--- config.mk ---
export PLATFORM = sky130hd
export DESIGN_NAME = pc_fetch_sequencer
export DESIGN_NICKNAME = d
export VERILOG_FILES = /design/src/rtl/pc_fetch_sequencer.sv
export SDC_FILE = /design/constraint.sdc
export NUM_CORES = 1
export LEC_CHECK = 0
export ABC_AREA = 1
export CORE_MARGIN = 3
export CORE_UTILIZATION = 41
export DETAILED_ROUTE_END_ITERATION = 7
export PLACE_DENSITY_LB_ADDON = 0.15
export SLEW_MARGIN = 15
export SYNTH_ARGS = -nofsm -noshare
export SYNTH_HDL_FRONTEND = slang
export SYNTH_SLANG_ARGS = --single-unit
--- constraint.sdc ---
create_clock -name clk -period 1.5 [get_ports clk]
set_input_delay 0.15 -clock clk [delete_from_list [all_inputs] [get_ports clk]]
set_output_delay 0.15 -clock clk [all_outputs]
set_load 0.005 [all_outputs]
--- src/rtl/pc_fetch_sequencer.sv ---
// Program-counter fetch sequencer: picks the PC next value/load enable, runs the
// instruction-memory read handshake and holds the fetched word for decode.
// Latency: ir_valid rises the cycle after mem_ready; a zero-wait memory gives 2 cycles/instr.
// Backpressure: mem_ready stalls FETCH; ir_data/ir_valid hold in HOLD until ir_accept.
//
// Ports:
//   clk, rst                 clock, asynchronous active-high reset
//   pc_value / pc_next/pc_en current PC, value presented to the PC, PC load enable
//   mem_rd/mem_ready/mem_data instruction read request (address = pc_value) and response
//   ir_data/ir_valid/ir_accept latched instruction word handshake towards control
//   jump_req/jump_abs/jump_addr redirect sampled with ir_accept
//   halt_req/resume/halted   stop fetching after an accept, restart, HALTED indicator
// Optional feature macro PC_IRQ_EN adds irq_req, irq_ack, iret, epc and the
// interrupt-enable flag; without it those ports and that state do not exist.
module pc_fetch_sequencer #(
    parameter logic [15:0] RESET_VECTOR = 16'h0000
`ifdef PC_IRQ_EN
    , parameter logic [15:0] IRQ_VECTOR = 16'h0010
`endif
) (
    input  logic        clk,
    input  logic        rst,
    input  logic [15:0] pc_value,
    output logic [15:0] pc_next,
    output logic        pc_en,
    output logic        mem_rd,
    input  logic        mem_ready,
    input  logic [15:0] mem_data,
    output logic [15:0] ir_data,
    output logic        ir_valid,
    input  logic        ir_accept,
    input  logic        jump_req,
    input  logic        jump_abs,
    input  logic [15:0] jump_addr,
    input  logic        halt_req,
    input  logic        resume,
    output logic        halted
`ifdef PC_IRQ_EN
    ,
    input  logic        irq_req,
    output logic        irq_ack,
    input  logic        iret,
    output logic [15:0] epc
`endif
);

    typedef enum logic [1:0] {
        BOOT   = 2'd0,
        FETCH  = 2'd1,
        HOLD   = 2'd2,
        HALTED = 2'd3
    } state_t;

    state_t      state_q, state_d;
    logic [15:0] ir_data_q, ir_data_d;
    logic [15:0] pc_inc;
    logic [15:0] jump_tgt;
    logic [15:0] normal_tgt;

`ifdef PC_IRQ_EN
    logic [15:0] epc_q, epc_d;
    logic        irq_en_q, irq_en_d;
    logic        irq_ack_c;
`endif

    always_comb begin
        pc_inc     = pc_value + 16'd1;
        jump_tgt   = jump_abs ? jump_addr : (pc_value + jump_addr);
        // Address the PC would load on an accept if no interrupt/iret intervenes.
        normal_tgt = jump_req ? jump_tgt : pc_inc;

        state_d   = state_q;
        ir_data_d = ir_data_q;
        pc_next   = pc_inc;
        pc_en     = 1'b0;
`ifdef PC_IRQ_EN
        epc_d     = epc_q;
        irq_en_d  = irq_en_q;
        irq_ack_c = 1'b0;
`endif

        case (state_q)
            BOOT: begin
                pc_en   = 1'b1;
                pc_next = RESET_VECTOR;
                state_d = FETCH;
            end
            FETCH: begin
                if (mem_ready) begin
                    ir_data_d = mem_data;
                    state_d   = HOLD;
                end
            end
            HOLD: begin
                if (ir_accept) begin
                    pc_en = 1'b1;
`ifdef PC_IRQ_EN
                    if (iret) begin
                        // Return has priority over jump and suppresses a pending irq.
                        pc_next  = epc_q;
                        irq_en_d = 1'b1;
                        state_d  = FETCH;
                    end else if (irq_req && irq_en_q) begin
                        epc_d     = normal_tgt;
                        pc_next   = IRQ_VECTOR;
                        irq_ack_c = 1'b1;
                        irq_en_d  = 1'b0;
                        state_d   = FETCH;
                    end else begin
                        pc_next = normal_tgt;
                        state_d = (!jump_req && halt_req) ? HALTED : FETCH;
                    end
`else
                    pc_next = normal_tgt;
                    // A jump wins over halt: the redirect is taken and fetch continues.
                    state_d = (!jump_req && halt_req) ? HALTED : FETCH;
`endif
                end
            end
            HALTED: begin
`ifdef PC_IRQ_EN
                if (irq_req && irq_en_q) begin
                    // Nothing was pending to load, so the return point is the PC itself.
                    epc_d     = pc_value;
                    pc_next   = IRQ_VECTOR;
                    pc_en     = 1'b1;
                    irq_ack_c = 1'b1;
                    irq_en_d  = 1'b0;
                    state_d   = FETCH;
                end else if (resume) begin
                    state_d = FETCH;
                end
`else
                if (resume) begin
                    state_d = FETCH;
                end
`endif
            end
            default: state_d = BOOT;
        endcase

        // State sits in BOOT while reset is held; keep the PC untouched until release.
        if (rst) begin
            pc_en   = 1'b0;
            pc_next = RESET_VECTOR;
`ifdef PC_IRQ_EN
            irq_ack_c = 1'b0;
`endif
        end
    end

    always_ff @(posedge clk or posedge rst) begin
        if (rst) begin
            state_q   <= BOOT;
            ir_data_q <= 16'h0000;
`ifdef PC_IRQ_EN
            epc_q     <= 16'h0000;
            irq_en_q  <= 1'b1;
`endif
        end else begin
            state_q   <= state_d;
            ir_data_q <= ir_data_d;
`ifdef PC_IRQ_EN
            epc_q     <= epc_d;
            irq_en_q  <= irq_en_d;
`endif
        end
    end

    assign mem_rd   = (state_q == FETCH);
    assign ir_valid = (state_q == HOLD);
    assign halted   = (state_q == HALTED);
    assign ir_data  = ir_data_q;
`ifdef PC_IRQ_EN
    assign irq_ack  = irq_ack_c;
    assign epc      = epc_q;
`endif

endmodule

After elaboration in Yosys (flattened, before gate mapping)
Cells that the tools add are included.
{ "word_totals": {"regBits": 18, "in_bits": 56, "out_inout_bits": 36} }
{ "op_classes": {"n_addsub": 2, "n_eq_ne": 6, "n_mux": 13, "n_reduce_logical": 5} }
{ "op_table": {"columns": ["cell", "count"], "rows": [
  ["$mux 16", 4],
  ["$pmux 16 s2", 1],
  ["$add 16x1->16 const B", 1],
  ["$add 16x16->16", 1],
  ["$mux 2", 4],
  ["$pmux 2 s4", 1],
  ["$eq 2x2->1 const B", 2],
  ["$ne 2x1->1 const B", 2],
  ["$reduce_and 3->1", 1],
  ["$eq 2x1->1 const B", 1],
  ["$logic_not 2->1", 1],
  ["$mux 1", 2],
  ["$ne 2x2->1 const B", 1],
  ["$pmux 1 s2", 1],
  ["$reduce_and 2->1", 1],
  ["$logic_and 1x1->1", 1],
  ["$logic_not 1->1", 1]
]} }

Longest topological paths before layout
Gate-level depths: netlist (run 1).
{ "logic_depth": {"word_depth": 6, "mapped_depth": 13, "mapped_depth_nobuf": 13} }

Worst setup path before layout (run 1)
Ideal clock, no wire load.
{ "synth_path": {"path_type": "register to output", "from": "register state_q[0]", "to": "output pc_next[7]", "t_arrival_ns": 1.543, "required_ns": 1.350, "path_slack_ns": -0.193, "path_stages_with_launch": 9, "path_buffers": 0, "path_cell_list": "dfrtp_1 -> inv_1 -> ha_1 -> nor2_2 -> inv_2 -> nand2_1 -> o21ai_0 -> a21o_1 -> a21oi_1"} }
{ "synth_via": {"elab_chain_len": 3, "word_cells_on_any_way": 4} }
{ "synth_lines": {"columns": ["item", "line_no", "rtl"], "rows": [
  ["from (decl)", "54", "state_t state_q, state_d;"],
  ["from (signal assigned)", "161", "state_q <= state_d;"],
  ["$eq 2x2->1", null, null],
  ["via ir_valid", "30", "output logic ir_valid,"],
  ["$pmux 16 s2", "82", "case (state_q)"],
  ["$mux 16", "143", "if (rst) begin"],
  ["to (decl)", "24", "output logic [15:0] pc_next,"]
]} }
The timed path passes the listed nets, and every way through them passes these cells.

Final worst setup path (run 1)
{ "layout_path": {"from": "register state_q[0]", "to": "output pc_next[5]"} }
{ "layout_via": {"elab_chain_len": 3, "word_cells_on_any_way": 4} }
{ "layout_lines": {"columns": ["item", "line_no"], "rows": [
  ["$eq 2x2->1 / $logic_not 2->1 (equally long branches)", "82"],
  ["$pmux 16 s2 *", "82"],
  ["$mux 16 *", "143"]
]} }
Every way passes the cells marked *; elsewhere a longest branch is shown, timed or not.

==> reports/qor.txt, run 1 <==
Via density = 5.49
Startpoint Class = flop
core area = 5640 sq um
cells along the critical path = inv_2 -> ha_4 -> inv_6 -> buf_4 -> buf_4 -> a21oi_2 -> o21a_1 -> clkdlybuf4s15_1
clock root buffer = clkbuf_8
pwr dens = 1020 nW/um^2
GRT Total Usage = 27.8%
Final Hold Fails = 0
maximum capacitance violations = 0
worst-path fanout max = 4
Crit-path slowest cell = dfrtp_1
die area = 6940 sq um
CTS Sinks = 18
dpl ws = -1.22 ns
largest family of logic cells by synthesized area = simple AND/OR/NAND/NOR gates
CTS Buf Count = 3
Initial Util = 43.4%
share of layout cells above drive strength 1 = 48.3%
logic gate share of total power = 73.0%
Yosys Warn Count = 0
# DRC = 0
vias in the first global route = 3,558
Placed Area = 4040 sq um
Yosys reg bits = 18
Clk pwr share = 8.3%
Net Sw Frac = 39.7%
I/O pin count = 92
failing checks = setup timing
compound-cell area share of the yosys netlist = 14.6%
CP Capture Type = primary output
htree depth = 1
Worst slew margin = 79.7%
Final Wtd Congestion = 0.918
Die Span Y = 83.3 um
crit-path max cell delay = 0.40 ns
post-route setup slack = -0.436 ns
Final Slew Violations = 0
CTS Buffer Depth = 2
mux cell area share after synthesis = 7.76%
Pint = 2850 uW
drt first-iter violations = 237
worst vdd ir = 1.08 mV
first-pass GRT wire length = 16.1 mm
# port buffers = 91
Final Cycle Share = 129%
Rows = 27
Die X = 83.3 um
Worst-path clk slew = 0.07 ns
Async SR Flop Fraction = 100%
Finished Cell Area = 4630 sq um
DPL Wire Length = 7.01 mm
status = complete, but fails checks
synthesis-to-layout area growth = 89.1%
Yosys cell types = 32
# hold bufs at CTS = 0
routed vias = 3,530
Crit path arrival time = 1.79 ns
number of flops mapped to enable cells by yosys = 0
DRT Pass-1 Iters = 5
worst skew pair latency = 0.25 ns
clock period minus worst slack = 1.94 ns
WP data required = 1.35 ns
syn avg cell area = 6.25 sq um
largest net degree at the start of global routing = 19
# diodes = 0
Final ANT Viol Nets = 0
CTS tree = yes
max frequency = 0.517 GHz
HP Class = input pin to async pin
Post-Route WL = 10.6 mm
Gate Count Post-Synth = 392
endpoints failing setup = 20
critical path class = flop to primary output
syn_nets = 470
Synth Flop Type = dfrtp_1
RSZ-0062 raised after global routing = yes
Reg power frac = 18.7%
most used cell, CP = buf_4
simple-gate share of the synthesized area = 34.9%
fin nets = 650
Post-Syn Area = 2450 sq um
Final Util = 82.1%
post-synthesis xor/xnor area fraction = 2.86%
post-synthesis adder-cell area fraction = 11.5%
initial antenna violation count = 0
Leak = 0.00222 uW
GR Overflow Total = 0
switching pwr = 1870 uW
post-synthesis sequential area ratio = 18.4%
clock skew = 0.00182 ns
WL per Instance = 16.5 um
Worst-Margin Slew = 0.304 ns
[path summary, 6_finish.rpt]
kind	start	endpoint	slack (ns)	cells past startpoint
min reg2reg	ir_data[10]	ir_data[10]	0.51	1
max	state_q[0]	pc_next[5]	-0.44	8
min in group clk	mem_data[13]	ir_data[13]	0.51	2
min	rst	ir_data[9]	0.48	3
max reg2reg	state_q[1]	state_q[0]	-0.08	8
max in group asynchronous	rst	state_q[1]	0.80	3
[logic make-up (layout without fill, tap and decap cells)]
kind of cell    count (synthesis)  after routing
simple gates                  197            197
compound gates                 66             66
buf+inv                        64            243
fa+ha+maj                      22             22
flops                          18             18
mux                            17             17
xor+xnor                        8              8
[cells in the final DEF, fill, tap and decap left out, types with 8 or more instances in the layout]
cell,instances
dfrtp_1,17
buf_4,81
mux2_2,16
a21oi_1,24
buf_2,36
o21ai_1,8
nor2_1,15
buf_6,8
nor2_2,13
nand3_1,20
nand2_1,80
inv_2,11
clkdlybuf4s50_1,40
a21oi_2,16
inv_1,43
nand2_2,24
ha_4,17
[cells in the mapped netlist, types with 2 or more instances]
master    count  area, sq um
o21ai_0      14         70.1
buf_2         3         15.0
nor2_2        4         25.0
nand2_1     112          420
a21oi_1      41          205
mux2_2       16          180
nand3b_1      3         22.5
xnor2_1       3         26.3
or2_2         3         18.8
inv_1        54          203
nor2_1       30          113
inv_2         3         11.3
nand4_1       6         37.5
nor3_2        2         20.0
o211ai_1      4         30.0
o21a_1        2         15.0
ha_1         21          263
nand3_1      28          140
and2_1        4         25.0
xor2_1        5         43.8
nor3_1        4         20.0
clkbuf_1      3         11.3
dfrtp_1      18          450
[per-stage QoR]
stage | instances | power (uW) | hold slack [ns] | TNS (ns)
2_1_floorplan | 392 | 2150 | 0.137 | -0.00634
3_3_place_gp | 619 | 3670 | 0.486 | -16.45
3_5_place_dp | 619 | 3730 | 0.497 | -17.11
4_1_cts | 639 | 4430 | 0.483 | -5.30
5_1_grt | 643 | 5030 | 0.513 | -7.33
6_report | 643 | 4720 | 0.485 | -5.94
[registers in the layout, summed over array words and instances, names as in the netlist]
signal,cells
state_q,2
ir_data,16
[critical path: cells and delay by family (launching register included)]
kind / cells / cell delay (ns)
adders and majority gates: 1 / 0.20
AOI/OAI and AO/OA: 2 / 0.30
buffers and inverters: 5 / 0.64
DFF: 1 / 0.40
[routing by layer]
layer	global-route usage [%]	part of all wire (%)
met5	0	0
met4	10.4	4.2
met2	49.9	50
met1	34.1	39
met3	2.98	6.1
[repair_timing]
item,in CTS,in global routing
resized for setup,269,45
buffers inserted,15,4
pin swaps,50,17
setup endpoints to repair,37,37
cloned,1,0
[power groups by stage]
stage | clock network [uW] | registers [uW] | logic, uW
floorplan | 0 | 889 | 1260
global placement | 0 | 855 | 2810
detailed placement | 0 | 874 | 2860
CTS | 404 | 870 | 3150
global route | 432 | 919 | 3680
finish | 391 | 884 | 3440
[layout make-up]
class | instances | area, sq um
multi-input cells | 310 | 2340
well taps | 72 | 90.1
flip-flops and latches | 18 | 452
fillers | 372 | 1010
inverters | 58 | 228
clock buffers | 4 | 55.1
repair buffers | 181 | 1470
(Power assumes the default switching activity.)
==> run 2, diff against run 1 <==
GPL_ROUTABILITY_DRIVEN = 0   (was default)
==> run 2 against run 1 <==
Effect of this change:
- the flow still finishes with violations (setup timing)
- register-to-register slack got worse by 0.09 ns
- flip-flop and latch count did not move
- sequential power rose by 4.5%
- worst setup slack got worse by 0.11 ns
- combinational power rose by 18%
- design area rose by 6.4%
- hold slack improved by 0.014 ns
- highest routed layer unchanged
- sequential share of layout area fell by 0.59 points
- clock power rose by 8.2%
- count of clock-buffer cells in the layout did not move
- wire length rose by 24%
==> reports/qor.txt, run 2 (synthesized netlist as in run 1, its figures left out) <==
status = complete, but fails checks
failing checks = setup timing
die area = 6940 sq um (unchanged)
I/O pin count = 92 (unchanged)
clock skew = 0.00952 ns (+0.00770 ns)
largest net degree at the start of global routing = 19 (unchanged)
CTS Sinks = 18 (unchanged)
CTS Buffer Depth = 2 (unchanged)
Worst-Margin Slew = 0.340 ns (+0.0364 ns)
HP Class = input pin to flop
clock period minus worst slack = 2.05 ns (+0.112 ns)
first-pass GRT wire length = 17.2 mm (+7.2%)
dpl ws = -1.20 ns (+0.0191 ns)
DPL Wire Length = 6.98 mm (-0.37%)
Initial Util = 43.4% (unchanged)
vias in the first global route = 3,705 (+4.1%)
worst vdd ir = 1.21 mV (+12%)
clock root buffer = clkbuf_8
Final ANT Viol Nets = 0 (unchanged)
Final Hold Fails = 0 (unchanged)
dpl cells = 618 (-0.16%)
# diodes = 0 (unchanged)
Worst slew margin = 77.3% (-2.4 points)
Crit-path slowest cell = dfrtp_1
RSZ-0062 raised after global routing = yes
commonest non-fill, non-tap cells in the layout = 84 x buf_4, 66 x nand2_1, 41 x clkdlybuf4s50_1
multi-input logic area = 2520 sq um (+7.7%)
register area = 452 sq um (unchanged)
endpoints failing setup = 36 (+80%)
maximum capacitance violations = 0 (unchanged)
routed vias = 3,856 (+9.2%)
max frequency = 0.488 GHz (-5.5%)
CP Capture Type = primary output
initial antenna violation count = 0 (unchanged)
Post-Route WL = 13.1 mm (+24%)
Post-Layout Cell Count = 653 (+1.6%)
Die Span Y = 83.3 um (unchanged)
worst skew pair latency = 0.27 ns (+0.02 ns)
crit-path max cell delay = 0.39 ns (about the same)
Die X = 83.3 um (unchanged)
worst-path fanout max = 4 (unchanged)
# hold bufs at CTS = 0 (unchanged)
drt first-iter violations = 477 (+100%)
pwr dens = 1100 nW/um^2 (+7.6%)
synthesis-to-layout area growth = 101%
Via density = 5.91 (+7.6%)
DRT Pass-1 Iters = 6 (+1)
Worst-path clk slew = 0.08 ns (about the same)
Leak = 0.00239 uW (+7.7%)
Final Util = 87.4% (+5.3 points)
core area = 5640 sq um (unchanged)
htree depth = 1 (unchanged)
GRT Total Usage = 29.9% (+2.0 points)
WP data required = 1.35 ns (about the same)
Final Slew Violations = 0 (unchanged)
fin nets = 660 (+1.5%)
# fillers = 252 (-32%)
CTS tree = yes
Startpoint Class = flop
# DRC = 0 (unchanged)
Final Cycle Share = 137% (+7.5 points)
post-route setup slack = -0.548 ns (-0.112 ns)
WL per Instance = 20.1 um (+22%)
# port buffers = 91 (unchanged)
GR Overflow Total = 0 (unchanged)
commonest non-fill, non-tap cell in the layout = buf_4
max reg flops = 16 (unchanged)
cells along the critical path = inv_2 -> ha_4 -> buf_6 -> nor2_4 -> inv_4 -> nand2_4 -> o21ai_2 -> a21o_1 -> a21oi_2 -> buf_2
Rows = 27 (unchanged)
Crit path arrival time = 1.90 ns (+0.11 ns)
CTS Buf Count = 3 (unchanged)
share of layout cells above drive strength 1 = 54.4% (+6.1 points)
critical path class = flop to primary output
total chip power = 5400 uW (+14%)
run 2: changes by cell type in the layout (fill, tap and decap cells not counted), moves of 7 or more:
cell | before | now
nand2_1 | 80 | 66
mux2_4 | 0 | 16
buf_6 | 8 | 15
mux2_2 | 16 | 0
buf_2 | 36 | 29
nand2_2 | 24 | 33
run 2: path summary, 6_finish.rpt:
check / start / to / slack [ns] / cells after the start
min in group asynchronous: rst / ir_data[10] / 0.66 / 3
worst max register to register: state_q[0] / ir_data[12] / -0.17 / 7
worst min-delay path: mem_data[13] / ir_data[13] / 0.50 / 2
worst max-delay path: state_q[0] / pc_next[7] / -0.55 / 10
worst min register to register: ir_data[14] / ir_data[14] / 0.51 / 1
max in group asynchronous: rst / state_q[1] / 0.62 / 3
run 2: through the flow:
stage	setup TNS, ns	cell area, sq um	hold WS [ns]
2_1_floorplan	-0.00634	2510	0.137
3_3_place_gp	-16.44	4030	0.486
3_5_place_dp	-17.19	4030	0.495
4_1_cts	-6.36	4630	0.507
5_1_grt	-11.62	4930	0.501
6_report	-9.94	4930	0.499
run 2: layout make-up:
cell class	instances	share of cell area [%]
multi-input cells	310	51.1
clock buffers	4	1.12
well taps	72	1.83
repair buffers	191	32.2
inverters	58	4.57
flip-flops and latches	18	9.16
run 2: what timing repair did:
| item | CTS | global route |
|---|---|---|
| endpoints found under the setup margin | 37 | 37 |
| buffers inserted | 17 | 13 |
| cloned | 1 | 0 |
| resized for setup | 259 | 112 |
| pin swaps | 55 | 55 |
run 2: where the power goes:
group / switching (uW) / internal (uW) / total, uW
combinational: 1850 / 2210 / 4050
clock: 188 / 234 / 423
sequential: 188 / 737 / 924
run 2: worst max-delay path: cells and delay by family (launching register included):
kind / cells / cell delay, ns
simple gates: 2 / 0.26
buf+inv: 4 / 0.42
flops: 1 / 0.39
fa+ha+maj: 1 / 0.18
compound gates: 3 / 0.38
run 2: layer usage:
metal	track usage, %	up-vias	part of all wire [%]
li1	-	1669	-
met1	36.2	1786	37
met2	52.4	311	48
met3	4.76	90	9.7
met4	12.0	0	5.9
met5	0	-	0
